`config.mk`:
```
export PLATFORM = sky130hd
export DESIGN_NAME = hazard_ctrl
export DESIGN_NICKNAME = d
export VERILOG_FILES = /design/src/rtl/pipe_pkg.sv /design/src/rtl/hazard_detect.sv /design/src/rtl/hazard_ctrl.sv
export SDC_FILE = /design/constraint.sdc
export NUM_CORES = 1
export LEC_CHECK = 0
export CORE_MARGIN = 2
export CORE_UTILIZATION = 40
export DETAILED_ROUTE_END_ITERATION = 6
export PLACE_DENSITY_LB_ADDON = 0.2
export SLEW_MARGIN = 20
export SYNTH_ARGS = -nofsm -noshare
export SYNTH_HDL_FRONTEND = slang
export SYNTH_SLANG_ARGS = --single-unit
export TNS_END_PERCENT = 1
```
`constraint.sdc`:
```
create_clock -name clk -period 2.9 [get_ports clk]
set_clock_uncertainty 0.1 [all_clocks]
set_input_delay 0.58 -clock clk [delete_from_list [all_inputs] [get_ports clk]]
set_output_delay 0.58 -clock clk [all_outputs]
set_load 0.01 [all_outputs]
```
`src/rtl/pipe_pkg.sv`:
```
// Shared definitions for the pipeline sequencing controller: state encoding,
// control bundle layout and default timing parameters.
package pipe_pkg;

  localparam int REG_W = 5;

  localparam int DEF_START_BUBBLES = 4;
  localparam int DEF_MEM_TIMEOUT   = 255;
  localparam int DEF_CNT_W         = 32;

  localparam logic [1:0] ST_START    = 2'd0;
  localparam logic [1:0] ST_RUN      = 2'd1;
  localparam logic [1:0] ST_MEM_WAIT = 2'd2;

  typedef struct packed {
    logic pc_wr_en;
    logic if_id_wr_en;
    logic if_id_flush;
    logic id_ex_wr_en;
    logic id_ex_flush;
    logic ex_mem_wr_en;
  } ctrl_t;

  // Field order: pc_wr, if_id_wr, if_id_flush, id_ex_wr, id_ex_flush, ex_mem_wr
  localparam ctrl_t CTRL_START    = '{1'b0, 1'b1, 1'b1, 1'b1, 1'b1, 1'b1};
  localparam ctrl_t CTRL_HOLD     = '{1'b0, 1'b0, 1'b0, 1'b0, 1'b0, 1'b0};
  localparam ctrl_t CTRL_REDIRECT = '{1'b1, 1'b1, 1'b1, 1'b1, 1'b1, 1'b1};
  localparam ctrl_t CTRL_LOAD_USE = '{1'b0, 1'b0, 1'b0, 1'b1, 1'b1, 1'b1};
  localparam ctrl_t CTRL_JUMP     = '{1'b1, 1'b1, 1'b1, 1'b1, 1'b0, 1'b1};
  localparam ctrl_t CTRL_NORMAL   = '{1'b1, 1'b1, 1'b0, 1'b1, 1'b0, 1'b1};

  // Width able to hold values 0..n, never less than one bit.
  function automatic int cnt_width(input int n);
    return (n < 1) ? 1 : $clog2(n + 1);
  endfunction

endpackage

```
`src/rtl/hazard_detect.sv`:
```
// Load-use comparator: the load in EX writes a register the ID instruction
// reads. $zero is never a real dependency.
module hazard_detect
  import pipe_pkg::*;
(
  input  logic [REG_W-1:0] ID_rs,
  input  logic [REG_W-1:0] ID_rt,
  input  logic             ID_use_rt,
  input  logic [REG_W-1:0] EX_rt,
  input  logic             EX_Mem_rd,
  output logic             load_use
);

  logic rs_match;
  logic rt_match;

  assign rs_match = (EX_rt == ID_rs);
  assign rt_match = ID_use_rt & (EX_rt == ID_rt);
  assign load_use = EX_Mem_rd & (EX_rt != '0) & (rs_match | rt_match);

endmodule

```
`src/rtl/hazard_ctrl.sv`:
```
// Pipeline sequencing controller for the 5-stage MIPS core: stage enables and
// flushes, start-up bubbles, memory-wait hold, stall counter and timeout flag.
//
// state       | meaning
// ------------+---------------------------------------------------------
// ST_START    | post-reset bubbles: PC held, IF/ID and ID/EX flushed
// ST_RUN      | normal flow with branch/load-use/jump resolution
// ST_MEM_WAIT | data memory busy: every stage held
module hazard_ctrl
  import pipe_pkg::*;
#(
  parameter int START_BUBBLES = DEF_START_BUBBLES,
  parameter int MEM_TIMEOUT   = DEF_MEM_TIMEOUT,
  parameter int CNT_W         = DEF_CNT_W
) (
  input  logic             clk,
  input  logic             reset,
  input  logic [4:0]       ID_rs,
  input  logic [4:0]       ID_rt,
  input  logic             ID_use_rt,
  input  logic             ID_Jump,
  input  logic [4:0]       EX_rt,
  input  logic             EX_Mem_rd,
  input  logic             EX_Branch_taken,
  input  logic             MEM_req,
  input  logic             MEM_ready,
  output logic             PC_wr_en,
  output logic             IF_ID_wr_en,
  output logic             IF_ID_flush,
  output logic             ID_EX_wr_en,
  output logic             ID_EX_flush,
  output logic             EX_MEM_wr_en,
  output logic [CNT_W-1:0] stall_cnt,
  output logic             mem_timeout
);

  localparam int SW = cnt_width(START_BUBBLES);
  localparam int WW = cnt_width(MEM_TIMEOUT);

  localparam logic [SW-1:0] START_LAST = SW'((START_BUBBLES > 0) ? START_BUBBLES - 1 : 0);
  localparam logic [WW-1:0] WAIT_MAX   = WW'(MEM_TIMEOUT);
  // With no bubbles requested the first post-reset cycle is already RUN.
  localparam logic [1:0]    RESET_STATE = (START_BUBBLES > 0) ? ST_START : ST_RUN;

  logic [1:0]    state;
  logic [1:0]    state_nxt;
  logic [SW-1:0] start_cnt;
  logic [SW-1:0] start_cnt_nxt;
  logic [WW-1:0] wait_cnt;
  logic [WW-1:0] wait_cnt_nxt;
  logic          timeout_hit;
  logic          load_use;
  logic          mem_stall;
  logic          mem_done;
  ctrl_t         ctrl;

  hazard_detect u_hazard_detect (
    .ID_rs     (ID_rs),
    .ID_rt     (ID_rt),
    .ID_use_rt (ID_use_rt),
    .EX_rt     (EX_rt),
    .EX_Mem_rd (EX_Mem_rd),
    .load_use  (load_use)
  );

  assign mem_stall = MEM_req & ~MEM_ready;
  // A request withdrawn mid-wait releases the hold just like a ready.
  assign mem_done  = MEM_ready | ~MEM_req;

  always_comb begin
    ctrl          = CTRL_START;
    state_nxt     = state;
    start_cnt_nxt = start_cnt;
    wait_cnt_nxt  = wait_cnt;
    timeout_hit   = 1'b0;

    case (state)
      ST_START: begin
        ctrl          = CTRL_START;
        start_cnt_nxt = start_cnt + SW'(1);
        if (start_cnt == START_LAST) begin
          state_nxt = ST_RUN;
        end
      end

      ST_RUN: begin
        if (mem_stall) begin
          ctrl         = CTRL_HOLD;
          state_nxt    = ST_MEM_WAIT;
          wait_cnt_nxt = WW'(1);
          timeout_hit  = (WW'(1) >= WAIT_MAX);
        end else if (EX_Branch_taken) begin
          ctrl = CTRL_REDIRECT;
        end else if (load_use) begin
          ctrl = CTRL_LOAD_USE;
        end else if (ID_Jump) begin
          ctrl = CTRL_JUMP;
        end else begin
          ctrl = CTRL_NORMAL;
        end
      end

      ST_MEM_WAIT: begin
        ctrl = CTRL_HOLD;
        if (mem_done) begin
          state_nxt = ST_RUN;
        end else begin
          wait_cnt_nxt = (wait_cnt >= WAIT_MAX) ? wait_cnt : wait_cnt + WW'(1);
          timeout_hit  = (wait_cnt_nxt >= WAIT_MAX);
        end
      end

      default: begin
        ctrl      = CTRL_START;
        state_nxt = ST_START;
      end
    endcase

    if (reset) begin
      ctrl = CTRL_START;
    end
  end

  always_ff @(posedge clk) begin
    if (reset) begin
      state       <= RESET_STATE;
      start_cnt   <= '0;
      wait_cnt    <= '0;
      stall_cnt   <= '0;
      mem_timeout <= 1'b0;
    end else begin
      state     <= state_nxt;
      start_cnt <= start_cnt_nxt;
      wait_cnt  <= wait_cnt_nxt;
      if (!ctrl.pc_wr_en) begin
        stall_cnt <= stall_cnt + CNT_W'(1);
      end
      if (timeout_hit) begin
        mem_timeout <= 1'b1;
      end
    end
  end

  assign PC_wr_en     = ctrl.pc_wr_en;
  assign IF_ID_wr_en  = ctrl.if_id_wr_en;
  assign IF_ID_flush  = ctrl.if_id_flush;
  assign ID_EX_wr_en  = ctrl.id_ex_wr_en;
  assign ID_EX_flush  = ctrl.id_ex_flush;
  assign EX_MEM_wr_en = ctrl.ex_mem_wr_en;

endmodule

```
==> impl_metrics.yaml <==
run_status:
  run_status: "completed"
setup_path:
  critPathMaxFanout: 2
  timing.rr.start: "stall_cnt[3]$_SDFFE_PP0N_"
  cp_num_buf_inv: 2
  startpoint_type: "primary input"
  critPathCaptureType: "output port"
  r2r_setup_slack_ps: 680
  critPathSlowestCell: "or4_4"
  r2r-end: "stall_cnt[21]$_SDFFE_PP0N_"
  worstPathCellList: "clkdlybuf4s50_1, or4_4, o21ai_2, and2b_1, o21ai_1, nand2_1, buf_2"
  critPathRequiredTime_ps: 2220
  cp-startpoint: "EX_rt[3]"
  arrival_ps: 2160
  critPathKind: "primary input to output port"
  worstRegToRegCells: 6
  cpPeakStageDelay_ps: 490
  endpoint: "ID_EX_flush"
  crit_family: "simple AND/OR/NAND/NOR gates"
  cp.depth: 7
timing:
  post-route-min-period_ps: 2840
  final_hold_viol_count: 0
  worst_slack_ps: 64.2
  worst_pin_slew_ps: 513
  fin_crit_sh_pct: 97.8
  tns_ps: 0
  finalSetupViolCount: 0
  timing.slew.headroom_pct: 65.8
  fmax_mhz: 353
  report.final.slew_viol_count: 0
  rsz0062_at_grt: "true"
final_layout:
  finish.utilization_pct: 54.0
  stdcell_area_sq_mm: 0.00345
  diodes: 0
  stdcell_count: 462
  final_layout_size_suffix_gt1_share_pct: 7.79
  area_delta_synth_final_pct: 30.1
  num-nets-final: 414
placed_design:
  numPortBuffers: 61
  gp_congestion: 0.870
  dp_slack_ps: -400
  hpwl_mm: 4.34
  dpl_cell_area_sq_mm: 0.00330
  dpl.cell_count: 454
route:
  wire_per_inst_microns: 13.5
  antenna_left: 0
  first_pass_iters: 4
  initialDrtViolationCount: 184
  vias: 2663
  wirelength_mm: 6.25
  route.detailed.drc: 0
  vias_per_cell: 5.76
synthesis:
  synth_top_flop_cell: "dfxtp_1"
  yosysUniqueCellTypes: 41
  synth_edf_count: 0
  synthCells: 327
  synth-async-reset-ratio_pct: 0
  syn-cell-area_sq_mm: 0.00265
  yosys_register_bits: 46
  syn_nets: 357
  ys_seq_area_share_pct: 34.8
  synth_warnings: 0
  syn_area_per_cell_sq_um: 8.10
min_path:
  min_from: "stall_cnt[31]$_SDFFE_PP0N_"
  worst_hold_path_type: "register to register"
floorplanning:
  dieArea_sq_mm: 0.00729
  die_x_microns: 85.4
  placementRows: 29
  die_h_microns: 85.4
  core_area_sq_mm: 0.00639
  start_util_pct: 41.5
  ios: 62
power_and_ir_drop:
  p_leak_nw: 1.08
  p_per_area_mw_per_mm2: 447
  clockPowerShare_pct: 38.5
  netSwitchingFraction_pct: 24.5
  p_sw_mw: 0.377
  seqPwrFrac_pct: 44.8
  p_int_mw: 1.16
  ir_drop_mv: 0.263
  pwr-share-comb_pct: 16.7
clock_tree:
  clock_sinks: 46
  htree_levels: 2
  clk_path_buf_depth: 2
  cts_buffers: 5
  clk_pin_slew_worst_paths_ps: 90
  cts_tree: "done"
  root_buffer: "clkbuf_8"
  clkLatencyLatePin_ps: 310
  postCtsSetupRepairBufs: 0
global_routing:
  antenna_found_initial: 0
  grt-ovfl-total: 0
  grt_max_degree: 63
  grt.total_usage_pct: 17.7
  grt_pass1_wl_mm: 10.7
  grt_pass1_vias: 2461
flow_run:
  max_cap_violations: 0
[registers in the layout, summed over array words and instances, names as in the netlist]
signal,count
mem_timeout,1
state,2
stall_cnt,32
wait_cnt,8
start_cnt,3
[routing by layer]
| layer | GRT usage (%) | vias to the layer above | part of all wire [%] | wire, microns |
|---|---|---|---|---|
| li1 | - | 1348 | - | - |
| met1 | 21.4 | 1250 | 46 | 2880 |
| met2 | 30.8 | 59 | 48 | 3000 |
| met3 | 4.09 | 6 | 4.9 | 305 |
| met4 | 5.77 | 0 | 1.0 | 65 |
| met5 | 0 | - | 0 | 0 |
[how the worst min path moves through the flow]
stage                            endpoint  cells after the start
6_report       stall_cnt[31]$_SDFFE_PP0N_                      2
5_1_grt        stall_cnt[31]$_SDFFE_PP0N_                      2
4_1_cts        stall_cnt[31]$_SDFFE_PP0N_                      2
3_5_place_dp   stall_cnt[31]$_SDFFE_PP0N_                      2
3_3_place_gp   stall_cnt[31]$_SDFFE_PP0N_                      2
2_1_floorplan   start_cnt[2]$_SDFFE_PP0P_                      2
[logic make-up after synthesis]
kind of cell / Yosys count / synth area share [%]
adder cells (fa/ha/maj): 7 / 3.31
AND/OR/NAND/NOR: 141 / 29.4
XOR/XNOR: 12 / 3.97
AO/OA/AOI/OAI: 93 / 21.9
multiplexers: 3 / 1.32
flip-flops: 46 / 34.8
buffers and inverters: 25 / 5.34
[cell usage in the layout (no fill, tap or decap), types with 11 or more instances in the layout]
cell,Yosys,final
clkdlybuf4s50_1,0,55
nand2_1,31,31
nor2_1,24,24
nand3_1,16,16
or4_1,21,20
a21oi_1,32,32
o21ai_1,12,13
xnor2_1,11,11
o31ai_1,21,21
dfxtp_1,46,46
nand4_1,11,11
[Yosys cell counts (3+ instances only)]
master    count  area, sq um
a21oi_1      32          160
ha_1          7         87.6
and3_1        4         25.0
o31ai_1      21          158
clkbuf_1     12         45.0
nand3_1      16         80.1
or4_1        21          158
buf_6         5         56.3
nand2b_1      3         18.8
nand4_1      11         68.8
and4_1        4         35.0
a31oi_1       4         25.0
dfxtp_1      46          921
nor2_1       24         90.1
or3_1         7         43.8
a311oi_1      4         35.0
o21ai_0      11         55.1
xnor2_1      11         96.3
nand2_1      31          116
a211oi_1      4         30.0
nor3_1        5         25.0
inv_1         4         15.0
o21ai_1      12         60.1
and2_1        4         25.0
[worst min-delay path, delay by kind of cell (launching register included)]
| family | cells | cell delay (ps) |
|---|---|---|
| AOI/OAI and AO/OA | 2 | 130 |
| DFF | 1 | 330 |
[through the flow]
step / hold slack [ps] / total power [mW]
6_report: 394 / 1.54
5_1_grt: 420 / 1.61
4_1_cts: 394 / 1.56
3_5_place_dp: 381 / 0.970
3_3_place_gp: 360 / 0.962
2_1_floorplan: 363 / 0.867
[power groups by stage]
| stage | Sequential (mW) | Clock [mW] | Combinational (mW) |
|---|---|---|---|
| 3_3_place_gp | 0.703 | 0 | 0.259 |
| 2_1_floorplan | 0.701 | 0 | 0.165 |
| 6_report | 0.689 | 0.593 | 0.258 |
| 3_5_place_dp | 0.704 | 0 | 0.266 |
| 5_1_grt | 0.694 | 0.625 | 0.288 |
| 4_1_cts | 0.690 | 0.606 | 0.263 |
[cell type report]
class	instances	area, sq um
fill	615	2940
multi-input combinational	256	1590
sequential	46	921
timing repair buffer	71	677
tap	77	96.3
clock buffer	6	82.6
clock inverter	2	60.1
inverter	4	15.0
[what timing repair did]
item,in CTS,in global routing
hold buffers,0,0
pin swaps,0,0
gates resized for setup,18,5
setup endpoints to repair,4,5
Power figures use the tool's default switching activity.
